**config.mk**
```make
export PLATFORM = sky130hd
export DESIGN_NAME = cmd_bus_err_log
export DESIGN_NICKNAME = d
export VERILOG_FILES = /design/src/rtl/cmd_bus_checker_pkg.sv /design/src/rtl/cmd_bus_checker_err_log.sv
export SDC_FILE = /design/constraint.sdc
export NUM_CORES = 1
export LEC_CHECK = 0
export CAP_MARGIN = 5
export CORE_AREA = 8 8 98 100
export CTS_CLUSTER_DIAMETER = 120
export DETAILED_ROUTE_END_ITERATION = 10
export DIE_AREA = 0 0 106 108
export GPL_ROUTABILITY_DRIVEN = 0
export GPL_TIMING_DRIVEN = 1
export HOLD_SLACK_MARGIN = 0.12
export PLACE_DENSITY = 0.82
export SKIP_LAST_GASP = 1
export SYNTH_ARGS = -nofsm -noshare
export SYNTH_HDL_FRONTEND = slang
export SYNTH_SLANG_ARGS = --single-unit
export TNS_END_PERCENT = 30
```
**constraint.sdc**
```tcl
create_clock -name clk -period 3 [get_ports clk]
set_input_delay 0.6 -clock clk [delete_from_list [all_inputs] [get_ports clk]]
set_output_delay 0.6 -clock clk [all_outputs]
set_load 0.02 [all_outputs]
```
**src/rtl/cmd_bus_checker_pkg.sv**
```systemverilog
// cmd_bus_pkg
// Shared types and constants for the DDR2 command bus checker:
//   cmd_e       - command encodings seen on the bus
//   err_code_e  - reported error codes (1 = lowest priority number, reported first)
//   state_e     - burst tracking states
//   E_*         - bit positions of each error in the per-cycle error vector
//   lowest_code - maps an error vector to the code that err_code reports
package cmd_bus_pkg;

  typedef enum logic [2:0] {
    NOP  = 3'd0,
    SCR  = 3'd1,
    SCW  = 3'd2,
    BLR  = 3'd3,
    BLW  = 3'd4,
    ATR  = 3'd5,
    ATW  = 3'd6,
    NOP7 = 3'd7
  } cmd_e;

  typedef enum logic [3:0] {
    ERR_NONE    = 4'd0,
    ERR_CMD_X   = 4'd1,
    ERR_ADDR_X  = 4'd2,
    ERR_CTRL_X  = 4'd3,
    ERR_DIN_X   = 4'd4,
    ERR_RANGE   = 4'd5,
    ERR_ALIGN   = 4'd6,
    ERR_OP_ILL  = 4'd7,
    ERR_OVERLAP = 4'd8,
    ERR_HANG    = 4'd9
  } err_code_e;

  typedef enum logic {
    IDLE     = 1'b0,
    BLW_DATA = 1'b1
  } state_e;

  localparam int BURST_UNIT = 8;
  localparam int NUM_ERR    = 9;

  // error vector bit = error code - 1
  localparam int E_CMD_X   = 0;
  localparam int E_ADDR_X  = 1;
  localparam int E_CTRL_X  = 2;
  localparam int E_DIN_X   = 3;
  localparam int E_RANGE   = 4;
  localparam int E_ALIGN   = 5;
  localparam int E_OP_ILL  = 6;
  localparam int E_OVERLAP = 7;
  localparam int E_HANG    = 8;

  function automatic logic [3:0] lowest_code(input logic [NUM_ERR-1:0] vec);
    logic [3:0] code;
    code = 4'd0;
    for (int i = NUM_ERR - 1; i >= 0; i--) begin
      if (vec[i]) code = 4'(i + 1);
    end
    return code;
  endfunction

endpackage

```
**src/rtl/cmd_bus_checker_err_log.sv**
```systemverilog
// cmd_bus_err_log
// Error reporting registers fed by the checker's per-cycle error vector.
// Ports:
//   clk, reset            - clock, async active-high reset
//   err_clr               - clears sticky, counters and first-error capture
//   err_vec[8:0]          - errors detected this sample (bit = code-1)
//   accept                - a command was accepted this sample
//   addr                  - bus address of this sample (for first-error capture)
//   err_valid / err_code  - one-cycle pulse and lowest code of the previous sample
//   err_sticky            - accumulated error bits
//   err_first_code/_addr  - first error since reset or clear
//   err_count, cmd_count  - saturating error-cycle and accepted-command counts
module cmd_bus_err_log
  import cmd_bus_pkg::*;
#(
  parameter int ADDR_W = 25,
  parameter int CNT_W  = 16
) (
  input  logic               clk,
  input  logic               reset,
  input  logic               err_clr,
  input  logic [NUM_ERR-1:0] err_vec,
  input  logic               accept,
  input  logic [ADDR_W-1:0]  addr,
  output logic               err_valid,
  output logic [3:0]         err_code,
  output logic [NUM_ERR-1:0] err_sticky,
  output logic [3:0]         err_first_code,
  output logic [ADDR_W-1:0]  err_first_addr,
  output logic [CNT_W-1:0]   err_count,
  output logic [CNT_W-1:0]   cmd_count
);

  logic       any_err;
  logic [3:0] code_now;

  assign any_err  = |err_vec;
  assign code_now = lowest_code(err_vec);

  always_ff @(posedge clk or posedge reset) begin
    if (reset) begin
      err_valid      <= 1'b0;
      err_code       <= 4'd0;
      err_sticky     <= '0;
      err_first_code <= 4'd0;
      err_first_addr <= '0;
      err_count      <= '0;
      cmd_count      <= '0;
    end else begin
      err_valid <= any_err;
      err_code  <= code_now;
      if (err_clr) begin
        // a coincident error or accept is the first event after the clear
        err_sticky     <= err_vec;
        err_count      <= CNT_W'(any_err);
        cmd_count      <= CNT_W'(accept);
        err_first_code <= code_now;
        err_first_addr <= any_err ? addr : '0;
      end else begin
        err_sticky <= err_sticky | err_vec;
        if (any_err && (err_count != '1)) err_count <= err_count + CNT_W'(1);
        if (accept && (cmd_count != '1)) cmd_count <= cmd_count + CNT_W'(1);
        if (any_err && (err_first_code == 4'd0)) begin
          err_first_code <= code_now;
          err_first_addr <= addr;
        end
      end
    end
  end

endmodule

```
# Word-level counts from Yosys, hierarchy flattened
# Cells that the tools add are included.
# W data, S select, Z words.
dict set report totals {
  register_bits 75
  latchBits 0
  mem_bits_rw 0
  rom_bits 0
  inputBits 38
  out_inout_bits 75
  word_cells 39
  mem_count 0
}
dict set report classes {
  n_addsub 2
  n_mul 0
  n_div 0
  order_cmp 0
  eq_ne 2
  shifts 0
  muxes 19
  bitwise 1
  reduce_logical 8
}
# operator count
set op_table {}
lappend op_table {{$mux W25} 3}
lappend op_table {{$mux W16} 4}
lappend op_table {{$mux W4} 11}
lappend op_table {{$add A16 B1 Y16 const B} 2}
lappend op_table {{$ne A16 B16 Y1 const B} 2}
lappend op_table {{$mux W9} 1}
lappend op_table {{$or A9 B9 Y9} 1}
lappend op_table {{$reduce_or A9 Y1} 1}
lappend op_table {{$reduce_bool A2 Y1} 3}
lappend op_table {{$logic_not A4 Y1} 1}
lappend op_table {{$logic_and A1 B1 Y1} 3}

# Logic depth before layout (Yosys ltp)
# Gate-level depths: netlist of the first run.
dict set report depth {
  depth_word 11
  ltp_mapped 7
  mapped_depth_nobuf 5
}

# Worst setup path before layout of the first run
# No wires, ideal clock.
dict set report synth_path {
  kind {flip-flop to flip-flop}
  startpoint {reg err_count[0]}
  endpoint {reg err_count[9]}
  setup_ns 0.128
  t_arrival_ns 1.933
  t_required_ns 2.872
  setup_slack_ns 0.940
  stages_incl_launch_ff 8
  path_buffers 2
  period_less_slack_ns 2.060
  cell_sequence {dfrtp_1 ha_1 and4_1 and4_4 buf_6 buf_6 nor4_2 mux2_1}
}
dict set report synth_via {
  elab_chain_len 3
  word_cells_on_any_way 6
  classes_between {1 x add/sub; 1 x eq/ne; 2 x mux; 2 x reduce/logical}
}
# element line
set synth_rtl {}
lappend synth_rtl {{start, declared} cmd_bus_checker_err_log.sv:30} ;# output logic [CNT_W-1:0] err_count,
lappend synth_rtl {{start signal, assigned} cmd_bus_checker_err_log.sv:55} ;# err_count <= CNT_W'(any_err);
lappend synth_rtl {{start signal, assigned} cmd_bus_checker_err_log.sv:61} ;# if (any_err && (err_count != '1)) err_count <= err_count + CNT_W'(1);
lappend synth_rtl {{$add A16 B1 Y16 or $ne A16 B16 Y1 (tied branches)} cmd_bus_checker_err_log.sv:61}
lappend synth_rtl {{$mux W16 or $logic_and A1 B1 Y1 (tied branches)} cmd_bus_checker_err_log.sv:61}
lappend synth_rtl {{$mux W16 or $reduce_bool A2 Y1 (tied branches)} -}
# Several ways; a longest one is shown, not always the timed one. The select of a mux whose other input is x is not followed.
# A chain may end at the register's enable or synchronous reset.

# Worst setup path in the final report of the first run
dict set report layout_path {
  startpoint {in err_vec[5]}
  endpoint {reg err_first_addr[24]}
}
dict set report layout_via {
  elab_chain_len 3
  word_cells_on_any_way 5
  classes_between {2 x mux; 3 x reduce/logical}
}
# element line
set layout_rtl {}
lappend layout_rtl {{start, declared} cmd_bus_checker_err_log.sv:22} ;# input logic [NUM_ERR-1:0] err_vec,
lappend layout_rtl {{$reduce_or A9 Y1 (*)} cmd_bus_checker_err_log.sv:37} ;# assign any_err = |err_vec;
lappend layout_rtl {{$mux W25 or $logic_and A1 B1 Y1 (tied branches)} {cmd_bus_checker_err_log.sv:58, cmd_bus_checker_err_log.sv:63}}
lappend layout_rtl {{$mux W25 or $reduce_bool A2 Y1 (tied branches)} -}
lappend layout_rtl {{end signal, assigned} cmd_bus_checker_err_log.sv:58} ;# err_first_addr <= any_err ? addr : '0;
lappend layout_rtl {{end signal, assigned} cmd_bus_checker_err_log.sv:65} ;# err_first_addr <= addr;
lappend layout_rtl {{end, declared} cmd_bus_checker_err_log.sv:29} ;# output logic [ADDR_W-1:0] err_first_addr,
# Mark *: on every way between the ends. The rest lies on a longest branch, timed or not.

==> impl_metrics.csv, run 1 <==
group,metric,value,unit
critical_path,slowest_stage,"clkdlybuf4s50_1",
status,status,"finished clean",
timing,hold_viol_final,0,
routing,ant_nets,0,
die,io_pins,113,
critical_path,setup.worst_path.end_class,"register",
clock_tree,cts-root-buf,"clkbuf_8",
critical_path,path_depth,7,
synthesis,postSynthCellCount,372,
critical_path,crit_family,"buffers and inverters",
synthesis,yosys.area.top_type,"dfrtp_1",
timing,finalSetupTns,0,ns
routing,drt_iter0_markers,128,
clock_tree,ctsResizeCount,0,
critical_path,path_max_fanout,33,
clock_tree,cts_setup_buffers,0,
placed_design,io_buffers,112,
cells_and_area,post-route-util,0.632,
critical_path,timing.rr.start,"err_count[0]",
critical_path,crit_chain,"clkdlybuf4s50_1 -> nor4_2 -> and3_2 -> inv_2 -> a21o_1 -> buf_4 -> o21ai_0",
critical_path,arrival,2.66,ns
clock_tree,worst_skew_pair.late_latency,0.35,ns
cells_and_area,fillers,659,
grt,grt_pass1_vias,3291,
timing,slew-limit-headroom,0.617,
grt,grt_antenna_before_repair,0,
placed_design,dp_cells,574,
clock_tree,clk_pin_slew,0.08,ns
timing,clock-skew-final,0.00780,ns
synthesis,yosysWarnings,0,
cells_and_area,diodes,0,
die,die_area,11400,µm²
synthesis,yosysSeqAreaShare,0.504,
critical_path,r2r.worst_path.cells,5,
cells_and_area,layout.cells.non_filler,588,
routing,routedWlPerCell,17.3,µm
timing,slew_viol_final,0,
critical_path,cp-endpoint,"err_first_addr[24]",
flow_run,cap_violations,0,
timing,max_freq,416,MHz
routing,viasPerCell,5.66,
power_and_ir_drop,peakVddDrop,0.269,mV
critical_path,regToRegSetupSlack,1.02,ns
synthesis,synthFlopType,"dfrtp_1",
synthesis,postSynthAreaPerCell,10.0,µm²
clock_tree,clock-sinks,75,
cells_and_area,layout-drive-gt1-share,0.0890,
grt,grt_usage,0.180,
routing,vias,3331,
min_path,hp-class,"register to register",
synthesis,netlist.area_leader.share,0.504,
critical_path,crit_buf_inv,3,
critical_path,worstSetupStartpoint,"err_vec[5]",
placed_design,dp_hpwl,7460,µm
die,fp.dieH,108,µm
cells_and_area,nNetsFinal,520,
synthesis,yosysMostFrequentCell,"dfrtp_1",
synthesis,synthArstFlopShare,1.00,
synthesis,ys_ff_latch,75,
synthesis,synth_area_leaders,"dfrtp_1, o211ai_1, a21oi_1, inv_1, mux2_2",
timing,post-route-min-period,2.40,ns
critical_path,critPathMaxStageDelay,0.47,ns
routing,drc,0,
die,design.core.area,8050,µm²
cells_and_area,synthToLayoutAreaGrowth,36.6,%
power_and_ir_drop,power_density,454,nW/µm²
die,initial_core_util,0.462,
clock_tree,numCtsBuffers,9,
critical_path,rr_endpoint,"err_count[13]",
grt,grt_max_degree,38,
power_and_ir_drop,p_leak,2.10,nW
clock_tree,cts_max_path_buffers,2,
critical_path,start_kind,"primary input",
timing,rsz0062_at_grt,"no",
synthesis,synthTopCellsByCount,"dfrtp_1, inv_1, o211ai_1",
grt,gr-total-overflow,0,
routing,drt-pass1-iter-count,4,
timing,hold_ws,0.488,ns
timing,setup_viol,0,
critical_path,required,3.26,ns
synthesis,synth_fp_nets,412,
critical_path,criticalPathCategory,"primary input to register",
routing,wirelength,10100,µm
synthesis,synthesis.area,3720,µm²
clock_tree,cts_hold_buf,0,
timing,period_share,0.801,
die,row_count,33,
clock_tree,h-tree-depth,3,
grt,grt_pass1_wl,16800,µm
synthesis,yosysUniqueCellTypes,47,
synthesis,synth_edf_count,0,
power_and_ir_drop,power,2.31,mW
die,die_x,106,µm
timing,worstMarginPinSlew,0.570,ns
clock_tree,cts_tree,"yes",
## cell type report
cell class / instances / area (µm²) / area share
Multi-Input combinational cell: 242 / 1600 / 0.314
Inverter: 31 / 116 / 0.0229
Timing Repair Buffer: 121 / 1200 / 0.235
Sequential cell: 75 / 1880 / 0.369
Clock inverter: 2 / 12.5 / 0.00246
Clock buffer: 12 / 155 / 0.0305
Tap cell: 105 / 131 / 0.0258
## placed cells by master (no fill, tap or decap), types with 2 or more instances in the layout
cell type	instances
and2_1	3
or4_1	10
a21o_1	10
clkdlybuf4s50_1	111
ha_1	2
nor2b_1	12
nand2_1	15
mux2_2	9
and3_1	4
inv_2	2
mux2_1	2
and4_1	5
inv_1	29
o31ai_1	10
o21ai_1	10
nor4_4	2
clkbuf_8	11
dfrtp_1	75
a211oi_1	3
a21oi_1	24
nand4_1	9
nor3_1	5
o211ai_1	26
buf_4	8
nor4_1	6
mux2_4	3
nor2_1	18
nand3_1	14
o21ai_0	20
nor4_2	2
o21a_1	2
or3_1	2
## how the worst min path moves through the flow
stage	start	slack, ns	cells past startpoint	to
6_report	err_sticky[6]	0.49	1	err_sticky[6]
5_1_grt	err_sticky[8]	0.51	1	err_sticky[8]
4_1_cts	err_sticky[8]	0.49	1	err_sticky[8]
3_5_place_dp	err_sticky[6]	0.48	1	err_sticky[6]
3_3_place_gp	err_sticky[8]	0.47	1	err_sticky[8]
2_1_floorplan	err_sticky[7]	0.59	1	err_sticky[7]
## where the power goes
part	switching [mW]	leakage (nW)	total (mW)	internal, mW
clock network	0.349	0.0843	0.685	0.335
logic	0.255	1.07	0.486	0.231
registers	0.0573	0.947	1.14	1.08
total	0.662	2.10	2.31	1.65
## flip-flops by register name, indices dropped and copies added (netlist names)
signal,cells
err_first_addr,25
cmd_count,16
err_count,16
err_sticky,9
err_code,4
err_first_code,4
err_valid,1
## stage by stage
step / cell area, µm² / setup slack, ns
finish: 5080 / 0.596
global route: 5080 / 0.439
CTS: 5080 / 0.603
detailed placement: 4920 / 0.227
global placement: 4920 / 0.318
floorplan: 3720 / 0.490
## cell families (layout without fill, tap and decap cells)
| family | after synthesis | count (layout) | share of synthesized area |
|---|---|---|---|
| DFF | 75 | 75 | 0.504 |
| buffers and inverters | 55 | 166 | 0.0692 |
| AOI/OAI and AO/OA | 112 | 112 | 0.191 |
| and+or+nand+nor | 113 | 113 | 0.181 |
| muxes | 15 | 15 | 0.0481 |
| adders and majority gates | 2 | 2 | 0.00672 |
## routing by layer
| layer | global-route usage | up-vias | routed length, µm |
|---|---|---|---|
| met5 | 0 | - | 0 |
| met4 | 0.0734 | 0 | 216 |
| met3 | 0.0518 | 21 | 686 |
| met2 | 0.297 | 113 | 4960 |
| met1 | 0.218 | 1617 | 4280 |
| li1 | - | 1580 | - |
Power figures use the tool's default switching activity.
==> run 2, diff against run 1 <==
--- a/config.mk
+++ b/config.mk
@@ -6,14 +6,14 @@
 export NUM_CORES = 1
 export LEC_CHECK = 0
 export CAP_MARGIN = 5
-export CORE_AREA = 8 8 98 100
+export CORE_AREA = 8 8 103 105
 export CTS_CLUSTER_DIAMETER = 120
 export DETAILED_ROUTE_END_ITERATION = 10
-export DIE_AREA = 0 0 106 108
+export DIE_AREA = 0 0 111 113
 export GPL_ROUTABILITY_DRIVEN = 0
 export GPL_TIMING_DRIVEN = 1
 export HOLD_SLACK_MARGIN = 0.12
-export PLACE_DENSITY = 0.82
+export PLACE_DENSITY = 0.78
 export SKIP_LAST_GASP = 1
 export SYNTH_ARGS = -nofsm -noshare
 export SYNTH_HDL_FRONTEND = slang
==> constraint.sdc (replaced) <==
create_clock -name clk -period 2 [get_ports clk]
set_input_delay 0.4 -clock clk [delete_from_list [all_inputs] [get_ports clk]]
set_output_delay 0.4 -clock clk [all_outputs]
set_load 0.02 [all_outputs]
==> run 2 against run 1 <==
  * Critical path depth decreased by 2
  * Clock-buffer cell count unchanged
  * First-iteration DRC count increased by 98%
  * Sequential power increased by 50%
  * Final cell count increased by 4.4%
  * Worst hold slack got worse by 0.0031 ns
  * Sequential share of layout area decreased by 1.7 points
  * Die area increased by 9.6%
  * Power increased by 64%
  * Final area increased by 4.9%
  * Critical endpoint is now err_count[13]
  * Largest cell class unchanged
==> impl_metrics.csv, run 2 (synthesis results as in run 1) <==
group,metric,value,unit
clock_tree,ctsResizeCount,0,
critical_path,setup.worst_path.end_class,"register",
clock_tree,cts_tree,"yes",
critical_path,path_max_fanout,16,
cells_and_area,largest_reg_flops,25,
placed_design,dp_cells,598,
cells_and_area,layout_top_registers,"err_first_addr x25, cmd_count x16, err_count x16",
critical_path,required,2.23,ns
critical_path,crit_chain,"ha_1 -> and4_1 -> and4_4 -> nor4_2 -> mux2_2",
die,fp.dieH,113,µm
cells_and_area,final_cell_mix,"clkdlybuf4s50_1, dfrtp_1, inv_1",
flow_run,cap_violations,0,
cells_and_area,synthToLayoutAreaGrowth,43.3,%
critical_path,start_kind,"register",
cells_and_area,layout-drive-gt1-share,0.127,
power_and_ir_drop,power,3.79,mW
clock_tree,cts-root-buf,"clkbuf_8",
die,die_x,111,µm
die,initial_core_util,0.415,
timing,setup_viol,0,
cells_and_area,top_register,"err_first_addr",
routing,viasPerCell,5.52,
critical_path,crit_family,"simple AND/OR/NAND/NOR gates",
clock_tree,clock-sinks,75,
clock_tree,numCtsBuffers,9,
clock_tree,worst_skew_pair.late_latency,0.34,ns
timing,max_freq,526,MHz
grt,grt_pass1_wl,17400,µm
cells_and_area,multi_input_area,1600,µm²
cells_and_area,layout_commonest_cell,"clkdlybuf4s50_1",
grt,gr-total-overflow,0,
grt,grt_antenna_before_repair,0,
power_and_ir_drop,p_leak,2.22,nW
grt,grt_usage,0.166,
cells_and_area,fillers,746,
cells_and_area,diodes,0,
status,status,"finished clean",
routing,drt_iter0_markers,253,
clock_tree,h-tree-depth,3,
timing,hold_viol_final,0,
critical_path,slowest_stage,"dfrtp_1",
routing,wirelength,10300,µm
cells_and_area,seq_area,1880,µm²
grt,grt_max_degree,76,
critical_path,critPathMaxStageDelay,0.43,ns
timing,period_share,0.950,
grt,grt_pass1_vias,3532,
timing,post-route-min-period,1.90,ns
min_path,hp-class,"register to register",
clock_tree,cts_max_path_buffers,2,
routing,drc,0,
cells_and_area,nNetsFinal,538,
placed_design,io_buffers,112,
clock_tree,clk_pin_slew,0.08,ns
power_and_ir_drop,power_density,711,nW/µm²
placed_design,dp_hpwl,7520,µm
timing,worstMarginPinSlew,0.573,ns
cells_and_area,layout.cells.non_filler,614,
critical_path,arrival,2.13,ns
timing,slew_viol_final,0,
clock_tree,cts_setup_buffers,0,
die,io_pins,113,
routing,vias,3391,
routing,drt-pass1-iter-count,4,
power_and_ir_drop,peakVddDrop,0.440,mV
die,row_count,35,
clock_tree,cts_hold_buf,0,
routing,ant_nets,0,
die,design.core.area,8980,µm²
timing,rsz0062_at_grt,"no",
die,die_area,12500,µm²
timing,clock-skew-final,0.00635,ns
critical_path,crit_buf_inv,0,
timing,slew-limit-headroom,0.617,
critical_path,criticalPathCategory,"register to register",
routing,routedWlPerCell,16.8,µm
==> run 2: changes by cell type in the layout (fill, tap and decap cells not counted), sizes merged <==
cell,delta
buf,+18
bufinv,+2
clkinvlp,+1
inv,-1
==> run 2: path summary, 6_finish.rpt <==
kind / start / endpoint / slack (ns) / depth (start not counted)
worst max-delay path: err_count[1] / err_count[13] / 0.10 / 5
worst min-delay path: err_sticky[2] / err_sticky[2] / 0.48 / 1
worst max register to register: err_count[1] / err_count[13] / 0.10 / 5
worst min register to register: err_sticky[2] / err_sticky[2] / 0.48 / 1
max in group asynchronous: reset / err_first_code[0] / 1.18 / 3
min in group asynchronous: reset / cmd_count[9] / 0.50 / 3
==> run 2: area by class of cell <==
type | instances | share of cell area
flip-flops and latches | 75 | 0.352
multi-input cells | 242 | 0.300
repair buffers | 139 | 0.257
clock buffers | 12 | 0.0291
well taps | 111 | 0.0260
inverters | 31 | 0.0225
clock inverters | 4 | 0.0136
==> run 2: report_power, final <==
group | internal, mW | switching [mW]
clock network | 0.770 | 0.552
registers | 1.62 | 0.0848
logic | 0.372 | 0.389
total | 2.76 | 1.03
==> run 2: stage by stage <==
| stage | setup slack, ns | utilization | setup TNS [ns] | hold WS [ns] | cell area [µm²] |
|---|---|---|---|---|---|
| final | 0.100 | 0.594 | 0 | 0.484 | 5340 |
| after global routing | 0.0107 | 0.594 | 0 | 0.505 | 5340 |
| after CTS | 0.0443 | 0.594 | 0 | 0.485 | 5330 |
| after detailed placement | -0.225 | 0.568 | -6.58 | 0.470 | 5100 |
| after global placement | -0.158 | 0.568 | -4.73 | 0.463 | 5100 |
| after floorplan | -0.0603 | - | -0.111 | 0.474 | 3730 |
==> run 2: layer usage <==
layer | vias to the layer above | wire, µm | track usage
li1 | 1612 | - | -
met1 | 1661 | 4350 | 0.199
met2 | 101 | 5080 | 0.268
met3 | 17 | 729 | 0.0540
met4 | 0 | 166 | 0.0685
met5 | - | 0 | 0
==> run 3, diff against run 2 <==
--- a/config.mk
+++ b/config.mk
@@ -14,6 +14,7 @@
 export GPL_TIMING_DRIVEN = 1
 export HOLD_SLACK_MARGIN = 0.12
 export PLACE_DENSITY = 0.78
+export SETUP_SLACK_MARGIN = 0.4
 export SKIP_LAST_GASP = 1
 export SYNTH_ARGS = -nofsm -noshare
 export SYNTH_HDL_FRONTEND = slang
==> run 3 against run 2 <==
  * First-iteration DRC count decreased by 19%
  * Setup slack improved by 0.14 ns
  * Utilization increased by 5.3 points
  * Sequential share of layout area decreased by 2.7 points
  * Via count increased by 5.7%
  * Maximum frequency increased by 7.8%
  * Clock-buffer cell count unchanged
  * Critical path type unchanged
  * Critical endpoint unchanged
  * Highest routed layer unchanged
==> impl_metrics.csv, run 3 (synthesis results as in run 1) <==
group,metric,value,unit
status,status,"finished clean",
timing,setup_viol,0,
critical_path,arrival,1.99,ns
die,row_count,35,
placed_design,io_buffers,112,
cells_and_area,layout_top_registers,"err_first_addr x25, cmd_count x16, err_count x16",
power_and_ir_drop,p_leak,2.72,nW
timing,rsz0062_at_grt,"yes",
cells_and_area,layout.cells.non_filler,639,
placed_design,place_area,5100,µm²
die,fp.dieH,113,µm
cells_and_area,fillers,708,
grt,gr-total-overflow,0,
clock_tree,numCtsBuffers,9,
power_and_ir_drop,peakVddDrop,0.433,mV
placed_design,dp_cells,598,
cells_and_area,synthToLayoutAreaGrowth,56.0,%
clock_tree,cts-root-buf,"clkbuf_8",
timing,worstMarginPinSlew,0.564,ns
routing,viasPerCell,5.61,
routing,drc,0,
cells_and_area,nNetsFinal,563,
placed_design,dp_hpwl,7520,µm
placed_design,place_worst_setup_slack,-0.225,ns
critical_path,start_kind,"register",
cells_and_area,layout_commonest_cell,"dfrtp_1",
min_path,hp-class,"primary input to register",
clock_tree,cts_tree,"yes",
grt,grt_antenna_before_repair,0,
clock_tree,cts_max_path_buffers,2,
timing,hold_ws,0.470,ns
timing,post-route-min-period,1.76,ns
routing,vias,3584,
cells_and_area,stdcell_area,5810,µm²
routing,maxUsedRoutingLayer,"met4",
timing,period_share,0.881,
routing,wirelength,11600,µm
die,design.core.area,8980,µm²
die,die_area,12500,µm²
timing,slew_viol_final,0,
critical_path,setup.worst_path.end_class,"register",
timing,clock-skew-final,0.00794,ns
routing,routed-wl-met3,795,µm
routing,routedWlPerCell,18.1,µm
cells_and_area,diodes,0,
timing,max_freq,567,MHz
clock_tree,cts_hold_buf,0,
grt,grt_usage,0.174,
routing,drt_iter0_markers,206,
routing,ant_nets,0,
cells_and_area,final_cell_mix,"dfrtp_1, clkdlybuf4s50_1, buf_4",
die,die_x,111,µm
critical_path,required,2.23,ns
die,io_pins,113,
routing,met1Wirelength,4670,µm
timing,slew-limit-headroom,0.624,
critical_path,path_max_fanout,7,
clock_tree,worst_skew_pair.late_latency,0.34,ns
power_and_ir_drop,power_density,660,nW/µm²
cells_and_area,largest_reg_flops,25,
clock_tree,h-tree-depth,3,
grt,grt_pass1_wl,18300,µm
grt,grt_max_degree,76,
clock_tree,clock-sinks,75,
die,initial_core_util,0.415,
critical_path,criticalPathCategory,"register to register",
cells_and_area,top_register,"err_first_addr",
timing,fin_ws,0.238,ns
routing,drt-pass1-iter-count,4,
flow_run,cap_violations,0,
routing,wl_met2,5850,µm
timing,hold_viol_final,0,
grt,grt_pass1_vias,3659,
cells_and_area,layout-drive-gt1-share,0.259,
clock_tree,clk_pin_slew,0.07,ns
==> run 3: area by class of cell <==
class                           count  area, µm²  area share
Clock buffer                       12        155      0.0267
Clock inverter                      4       72.6      0.0125
Inverter                           31        120      0.0207
Multi-Input combinational cell    243       1850       0.318
Sequential cell                    75       1890       0.325
Tap cell                          111        139      0.0239
Timing Repair Buffer              163       1590       0.273
==> run 3: final timing paths <==
path | from | end | slack, ns | depth (start not counted)
max | err_count[1] | err_count[13] | 0.24 | 5
min | err_vec[1] | err_code[3] | 0.47 | 4
max reg2reg | err_count[1] | err_count[13] | 0.24 | 5
min reg2reg | err_sticky[2] | err_sticky[2] | 0.49 | 1
max in group asynchronous | reset | err_count[2] | 1.15 | 3
min in group asynchronous | reset | err_first_addr[1] | 0.50 | 3
==> run 3: per-stage QoR <==
| stage | util | setup TNS (ns) | power (mW) |
|---|---|---|---|
| finish | 0.647 | 0 | 3.83 |
| global route | 0.647 | 0 | 3.99 |
| CTS | 0.610 | 0 | 3.83 |
| detailed placement | 0.568 | -6.58 | 2.50 |
| global placement | 0.568 | -4.73 | 2.49 |
| floorplan | - | -0.111 | 2.08 |
==> run 3: timing repair <==
action	CTS	global route
cloned	2	1
setup endpoints to repair	130	107
resized for setup	65	62
setup buffers	8	14
pin swaps	8	9
==> run 3: worst max-delay path, cell delays in order (launching register included) <==
cell	delay [ns]
dfrtp_1	0.41
ha_2	0.20
and4_4	0.22
and4_4	0.20
nor4_4	0.27
mux2_2	0.36
==> run 3: report_power, final <==
group          internal (mW)  switching, mW
sequential              1.62         0.0839
combinational          0.383          0.410
clock                  0.770          0.561
==> run 3: layer usage <==
metal / track usage / up-vias
met5: 0 / -
met4: 0.0757 / 0
met3: 0.0519 / 26
met2: 0.283 / 133
met1: 0.208 / 1759
li1: - / 1666
